--- src/rtl/fx_pkg.sv ---
// Shared types and helpers for the fixed-point divide sequencer.
// sat_signed works on a 64-bit magnitude so any word width up to 32 can reuse it.
package fx_pkg;
  localparam int QW   = 32;
  localparam int QF   = 16;
  localparam int MAXW = 64;

  localparam logic [QW-1:0] Q_MAX_POS = 32'h7FFF_FFFF;
  localparam logic [QW-1:0] Q_MIN_NEG = 32'h8000_0000;

  typedef enum logic [2:0] {
    ST_IDLE,
    ST_REQ,
    ST_WAIT,
    ST_MUL,
    ST_OUT
  } state_e;

  // Clamp a magnitude into a w-bit signed range and apply the sign.
  // The caller keeps only the low w bits of the result.
  function automatic logic [MAXW-1:0] sat_signed(input logic [MAXW-1:0] mag,
                                                 input logic            neg,
                                                 input int unsigned     w);
    logic [MAXW-1:0] lim;
    lim = 64'd1 << (w - 1);
    if (!neg) sat_signed = (mag >= lim) ? (lim - 64'd1) : mag;
    else      sat_signed = (mag > lim)  ? lim : (~mag + 64'd1);
  endfunction
endpackage

--- src/rtl/fx_div_seq_if.sv ---
// Operand/result handshakes plus the reciprocal-unit request channel.
// slave is the sequencer's view, master is the environment's view.
interface fx_div_seq_if #(parameter int W = 32);
  logic         in_valid;
  logic         in_ready;
  logic [W-1:0] num_in;
  logic [W-1:0] den_in;
  logic         out_valid;
  logic         out_ready;
  logic [W-1:0] quo_out;
  logic         out_err;
  logic         recip_start;
  logic [W-1:0] recip_x;
  logic         recip_done;
  logic [W-1:0] recip_inv;
  logic         recip_invalid;

  modport slave (
    input  in_valid, num_in, den_in, out_ready, recip_done, recip_inv, recip_invalid,
    output in_ready, out_valid, quo_out, out_err, recip_start, recip_x
  );

  modport master (
    output in_valid, num_in, den_in, out_ready, recip_done, recip_inv, recip_invalid,
    input  in_ready, out_valid, quo_out, out_err, recip_start, recip_x
  );
endinterface

--- src/rtl/fx_sat_mul.sv ---
// Magnitude times reciprocal, QF rescale by truncation, signed saturation.
// Purely combinational; the sequencer registers the result.
module fx_sat_mul
  import fx_pkg::*;
#(
  parameter int W = 32,
  parameter int F = 16
) (
  input  logic [W-1:0] num_abs,
  input  logic [W-1:0] inv,
  input  logic         neg,
  output logic [W-1:0] result
);
  logic [2*W-1:0] prod;
  logic [2*W-1:0] q;

  always_comb begin
    prod   = {{W{1'b0}}, num_abs} * {{W{1'b0}}, inv};
    q      = prod >> F;
    result = W'(sat_signed(MAXW'(q), neg, W));
  end
endmodule

--- src/rtl/fx_div_seq.sv ---
// Signed QF divider built on an external reciprocal unit: num/den = |num|*(1/|den|)
// with sign fix-up, divide-by-zero/overflow handling and a done timeout.
module fx_div_seq
  import fx_pkg::*;
#(
  parameter int W       = 32,
  parameter int F       = 16,
  parameter int TIMEOUT = 64
) (
  input  logic         clk,
  input  logic         rst,
  fx_div_seq_if.slave  io
);
  localparam int CW = $clog2(TIMEOUT) + 1;

  state_e        state_q, state_d;
  logic [W-1:0]  num_abs_q, num_abs_d;
  logic [W-1:0]  inv_q, inv_d;
  logic [W-1:0]  recip_x_q, recip_x_d;
  logic [W-1:0]  quo_q, quo_d;
  logic          neg_q, neg_d;
  logic          err_q, err_d;
  logic [CW-1:0] cnt_q, cnt_d;

  logic [W-1:0]  num_mag, den_mag, mul_res;
  logic          den_bad;

  // |x| of the most negative value wraps to 2^(W-1), which is the desired unsigned magnitude.
  assign num_mag = io.num_in[W-1] ? -io.num_in : io.num_in;
  assign den_mag = io.den_in[W-1] ? -io.den_in : io.den_in;
  assign den_bad = (io.den_in == '0) || (io.den_in == {1'b1, {(W-1){1'b0}}});

  fx_sat_mul #(.W(W), .F(F)) u_sat_mul (
    .num_abs (num_abs_q),
    .inv     (inv_q),
    .neg     (neg_q),
    .result  (mul_res)
  );

  always_comb begin
    state_d   = state_q;
    num_abs_d = num_abs_q;
    inv_d     = inv_q;
    recip_x_d = recip_x_q;
    quo_d     = quo_q;
    neg_d     = neg_q;
    err_d     = err_q;
    cnt_d     = cnt_q;
    case (state_q)
      ST_IDLE: if (io.in_valid) begin
        num_abs_d = num_mag;
        neg_d     = io.num_in[W-1] ^ io.den_in[W-1];
        recip_x_d = den_mag;
        quo_d     = '0;
        err_d     = den_bad;
        state_d   = den_bad ? ST_OUT : ST_REQ;
      end
      ST_REQ: begin
        cnt_d   = '0;
        state_d = ST_WAIT;
      end
      ST_WAIT: begin
        cnt_d = cnt_q + CW'(1);
        // done takes priority over a timeout landing in the same cycle
        if (io.recip_done) begin
          if (io.recip_invalid) begin
            err_d   = 1'b1;
            state_d = ST_OUT;
          end else begin
            inv_d   = io.recip_inv;
            state_d = ST_MUL;
          end
        end else if (cnt_q == CW'(TIMEOUT - 1)) begin
          err_d   = 1'b1;
          state_d = ST_OUT;
        end
      end
      ST_MUL: begin
        quo_d   = mul_res;
        err_d   = 1'b0;
        state_d = ST_OUT;
      end
      ST_OUT: if (io.out_ready) state_d = ST_IDLE;
      default: state_d = ST_IDLE;
    endcase
  end

  always_ff @(posedge clk) begin
    if (rst) begin
      state_q   <= ST_IDLE;
      num_abs_q <= '0;
      inv_q     <= '0;
      recip_x_q <= '0;
      quo_q     <= '0;
      neg_q     <= 1'b0;
      err_q     <= 1'b0;
      cnt_q     <= '0;
    end else begin
      state_q   <= state_d;
      num_abs_q <= num_abs_d;
      inv_q     <= inv_d;
      recip_x_q <= recip_x_d;
      quo_q     <= quo_d;
      neg_q     <= neg_d;
      err_q     <= err_d;
      cnt_q     <= cnt_d;
    end
  end

  assign io.in_ready    = (state_q == ST_IDLE);
  assign io.out_valid   = (state_q == ST_OUT);
  assign io.recip_start = (state_q == ST_REQ);
  assign io.recip_x     = recip_x_q;
  assign io.quo_out     = quo_q;
  assign io.out_err     = err_q;
endmodule

--- src/flat_wrapper.sv ---
// flat-port wrapper written by rule: the top's interface ports become plain ports
module fx_div_seq_flat import fx_pkg::*;
#(
  parameter int W       = 32,
  parameter int F       = 16,
  parameter int TIMEOUT = 64
)
  (clk, rst, io_in_valid, io_num_in, io_den_in, io_out_ready, io_recip_done, io_recip_inv, io_recip_invalid, io_in_ready, io_out_valid, io_quo_out, io_out_err, io_recip_start, io_recip_x);
  fx_div_seq_if #(.W(W)) io_i ();
  input  logic clk;
  input  logic rst;
  input wire logic [$bits(io_i.in_valid)-1:0] io_in_valid;
  input wire logic [$bits(io_i.num_in)-1:0] io_num_in;
  input wire logic [$bits(io_i.den_in)-1:0] io_den_in;
  input wire logic [$bits(io_i.out_ready)-1:0] io_out_ready;
  input wire logic [$bits(io_i.recip_done)-1:0] io_recip_done;
  input wire logic [$bits(io_i.recip_inv)-1:0] io_recip_inv;
  input wire logic [$bits(io_i.recip_invalid)-1:0] io_recip_invalid;
  output wire logic [$bits(io_i.in_ready)-1:0] io_in_ready;
  output wire logic [$bits(io_i.out_valid)-1:0] io_out_valid;
  output wire logic [$bits(io_i.quo_out)-1:0] io_quo_out;
  output wire logic [$bits(io_i.out_err)-1:0] io_out_err;
  output wire logic [$bits(io_i.recip_start)-1:0] io_recip_start;
  output wire logic [$bits(io_i.recip_x)-1:0] io_recip_x;
  assign io_i.in_valid = io_in_valid;
  assign io_i.num_in = io_num_in;
  assign io_i.den_in = io_den_in;
  assign io_i.out_ready = io_out_ready;
  assign io_i.recip_done = io_recip_done;
  assign io_i.recip_inv = io_recip_inv;
  assign io_i.recip_invalid = io_recip_invalid;
  assign io_in_ready = io_i.in_ready;
  assign io_out_valid = io_i.out_valid;
  assign io_quo_out = io_i.quo_out;
  assign io_out_err = io_i.out_err;
  assign io_recip_start = io_i.recip_start;
  assign io_recip_x = io_i.recip_x;
  fx_div_seq #(.W(W), .F(F), .TIMEOUT(TIMEOUT)) u_core (.clk(clk), .rst(rst), .io(io_i));
endmodule
--- config.mk ---
export PLATFORM = sky130hd
export DESIGN_NAME = fx_div_seq_flat
export DESIGN_NICKNAME = d
export VERILOG_FILES = /design/src/rtl/fx_pkg.sv /design/src/rtl/fx_div_seq_if.sv /design/src/rtl/fx_sat_mul.sv /design/src/rtl/fx_div_seq.sv /design/src/flat_wrapper.sv
export SDC_FILE = /design/constraint.sdc
export NUM_CORES = 2
export LEC_CHECK = 0
export ABC_CLOCK_PERIOD_IN_PS = 8300
export CAP_MARGIN = 20
export CORE_MARGIN = 3
export CORE_UTILIZATION = 45
export DETAILED_ROUTE_END_ITERATION = 8
export GPL_TIMING_DRIVEN = 0
export SYNTH_ARGS = -nofsm -noshare
export SYNTH_HDL_FRONTEND = slang
export SYNTH_SLANG_ARGS = --single-unit
--- constraint.sdc ---
create_clock -name clk -period 8.3 [get_ports clk]
set_input_delay 0.83 -clock clk [delete_from_list [all_inputs] [get_ports clk]]
set_output_delay 0.83 -clock clk [all_outputs]
set_load 0.05 [all_outputs]
==> flow_metrics.tcl <==
set metrics [dict create \
    tightest_slew_ns 0.9863 \
    drt-pass1-iter-count 5 \
    routedWlPerCell_um 25.78 \
    ys_seq_area_share_pct 6.736 \
    crit_fanout 10 \
    endpoint_kind "register" \
    vdd_ir_drop_max_v 0.0001689 \
    slew_headroom_pct 33.64 \
    critPathCapture "u_core.io.quo_out[24]" \
    synth-main-ff-cell "dfxtp_1" \
    grt-ovfl-total 0 \
    synth_edf_count 0 \
    cpPeakStageDelay_ns 0.64 \
    utilization_pct 56.04 \
    core_sq_um 90840 \
    seq_area_sq_um 3007 \
    r2r_setup_slack_ns -0.54 \
    cts_tree "yes" \
    vias 36664 \
    synth_nets 6092 \
    cts_sinks 140 \
    htreeDepth 4 \
    critPathKind "register to register" \
    synth-seq-cells 140 \
    placedCellCount 6176 \
    setup-tns-final_ns -14.36 \
    grt_busiest_layer "met2" \
    cp_num_cells 27 \
    hp-class "register to register" \
    worst-endpoint-required_ns 8.69 \
    layout.nets 6453 \
    worst-endpoint-arrival_ns 9.22 \
    reg2reg_from "u_core.num_abs_q[20]" \
    rsz0062_at_grt "true" \
    cts_buffer_depth 2 \
    wl_um 164600 \
    nFillCells 8340 \
    worstSetupStartpoint "u_core.num_abs_q[20]" \
    synthesis.area_sq_um 41610 \
    post-dp-hpwl_um 136500 \
    die_height_um 310.1 \
    antenna_found_initial 11 \
    via_per_inst 5.741 \
    violations "setup timing" \
    use_met1_pct 45.68 \
    start_util_pct 45.81 \
    cp-start-kind "register" \
    p_leak_nw 23.72 \
    hold_buffers 0 \
    drc_errors 0 \
    finalHoldViolCount 0 \
    reg2reg_depth 27 \
    cts-root-buf "clkbuf_16" \
    avgSynthCellArea_sq_um 8.613 \
    timing.fmax_mhz 113.2 \
    gp_congestion 1.018 \
    grt_max_degree 18 \
    track_usage_pct 34.48 \
    clk-insertion-delay-late_ns 0.46 \
    syn_inst 4831 \
    cp_slowest_cell "fa_2" \
    ant_nets 0 \
    yosysMostFrequentCell "inv_1" \
    cp_top_family "adder cells" \
    drive_gt1_share_pct 16.46 \
    powerDensity_nw_per_um2 97.32 \
    setup_viol 32 \
    drtIter0Drc 3292 \
    path_clk_slew_ns 0.07 \
    row_count 110 \
    fin_hold_ws_ns 0.4682 \
    synth.top_cell.area_share_pct 43.06 \
    gr-usage-met3_pct 9.005 \
    r2r-end "u_core.io.quo_out[24]" \
    ys_warn_count 0 \
    pre_cts_ws_ns -2.592 \
    multi_input_area_sq_um 36120 \
    outcome "complete, but fails checks" \
    worst_slack_ns -0.5356 \
    async_reset_ff_share_pct 0 \
    synth_cell_types 100 \
    cp_num_buf_inv 5 \
    synthTopCellsByArea "fa_1, inv_1, ha_1" \
    port-buffer-count 169 \
    period_minus_slack_ns 8.836 \
    skew_ns 0.02917 \
    grt_pass1_wl_um 242800 \
    fin_crit_sh_pct 106.5 \
    maxCapViolations 0 \
    met2_usage_pct 53.51 \
    io-pin-count 170 \
    area_growth_pct 22.34 \
    synth_commonest_cells "inv_1, fa_1, nand2_1" \
    worst_path_most_repeated_cell "fa_1" \
    slew_violations 0 \
    dieArea_sq_um 96150 \
    numCtsBuffers 17 \
    die_width_um 310.1 \
    fin_cells 6386 \
    grt_pass1_vias 37356 \
    yosys.area.top_type "fa_1" \
]
-- per-layer routing --
| metal | wire, um | vias to the layer above | share of wire (%) |
|---|---|---|---|
| li1 | - | 15629 | - |
| met1 | 63940 | 18615 | 39 |
| met2 | 72820 | 1996 | 44 |
| met3 | 18530 | 420 | 11 |
| met4 | 9324 | 4 | 5.7 |
| met5 | 27 | - | 0.016 |
-- power by group --
group / total [mW] / switching (mW) / leakage [nW] / internal [mW]
sequential: 0.977 / 0.211 / 1.18 / 0.766
clock: 0.811 / 0.375 / 0.302 / 0.436
combinational: 3.17 / 1.91 / 22.2 / 1.26
-- through the flow --
step / power, mW / area [sq um]
global placement: 3.288 / 44860
finish: 4.954 / 50910
floorplan: 2.236 / 41700
CTS: 4.665 / 49140
global route: 5.131 / 50900
detailed placement: 3.289 / 44870
-- final cells by class --
| type | count | area share [%] |
|---|---|---|
| Antenna cell | 5 | 0.02458 |
| Buffer | 276 | 5.825 |
| Clock buffer | 17 | 0.8356 |
| Clock inverter | 15 | 0.3785 |
| Inverter | 908 | 6.695 |
| Multi-Input combinational cell | 3500 | 70.95 |
| Sequential cell | 140 | 5.906 |
| Tap cell | 1176 | 2.890 |
| Timing Repair Buffer | 349 | 6.496 |
-- worst register-to-register path: cells and delay by family (launching register included) --
family | cells | cell delay, ns
adder cells (fa/ha/maj) | 9 | 4.49
AND/OR/NAND/NOR | 8 | 1.93
buffers and inverters | 5 | 0.69
AO/OA/AOI/OAI | 5 | 1.29
flip-flops | 1 | 0.38
-- layout by cell type (no fill, tap or decap), types with 24 or more instances in the layout --
cell type / n
clkbuf_16: 36
xor2_1: 67
clkbuf_1: 56
fa_1: 834
nand3_1: 28
clkbuf_8: 71
a21oi_2: 24
nand2_1: 729
dfxtp_1: 79
buf_6: 52
clkbuf_4: 30
nand4_1: 46
clkdlybuf4s50_1: 169
buf_4: 168
a21oi_1: 116
nor2_1: 140
inv_1: 887
and2_1: 496
fa_2: 61
o21ai_1: 27
ha_4: 25
buf_8: 27
ha_1: 233
nor3_1: 40
dfxtp_4: 51
o21ai_0: 60
a211oi_1: 69
-- kinds of logic after synthesis --
family	Yosys count	share of synthesized area (%)
and+or+nand+nor	1674	19.98
buffers and inverters	1191	10.91
adders and majority gates	1159	51.00
AOI/OAI and AO/OA	562	9.111
DFF	140	6.736
xor gates and xnor gates	97	2.060
muxes	8	0.1985
-- what timing repair did --
action	CTS	global route
pin swaps	109	148
resized for setup	841	341
cloned	3	3
endpoints found under the setup margin	32	32
buffers inserted	106	69
endpoints found under the hold margin	0	0
-- worst min path at each step --
stage / startpoint / end / slack (ns) / cells past startpoint
4_1_cts: u_core.io.recip_x[0] / u_core.io.recip_x[0] / 0.47 / 2
6_report: u_core.io.recip_x[0] / u_core.io.recip_x[0] / 0.47 / 2
3_3_place_gp: u_core.io.recip_x[0] / u_core.io.recip_x[0] / 0.45 / 2
3_5_place_dp: u_core.io.recip_x[0] / u_core.io.recip_x[0] / 0.45 / 2
5_1_grt: u_core.io.quo_out[18] / u_core.io.quo_out[18] / 0.50 / 1
2_1_floorplan: u_core.cnt_q[3] / u_core.cnt_q[3] / 0.45 / 1
-- sequential cells by signal, indices dropped and copies added (netlist names) --
signal,flops
u_core.inv_q,32
u_core.io.quo_out,32
u_core.io.recip_x,32
u_core.num_abs_q,32
u_core.cnt_q,7
u_core.state_q,3
u_core.io.out_err,1
u_core.neg_q,1
No activity file was read; power rests on OpenSTA's default activity.
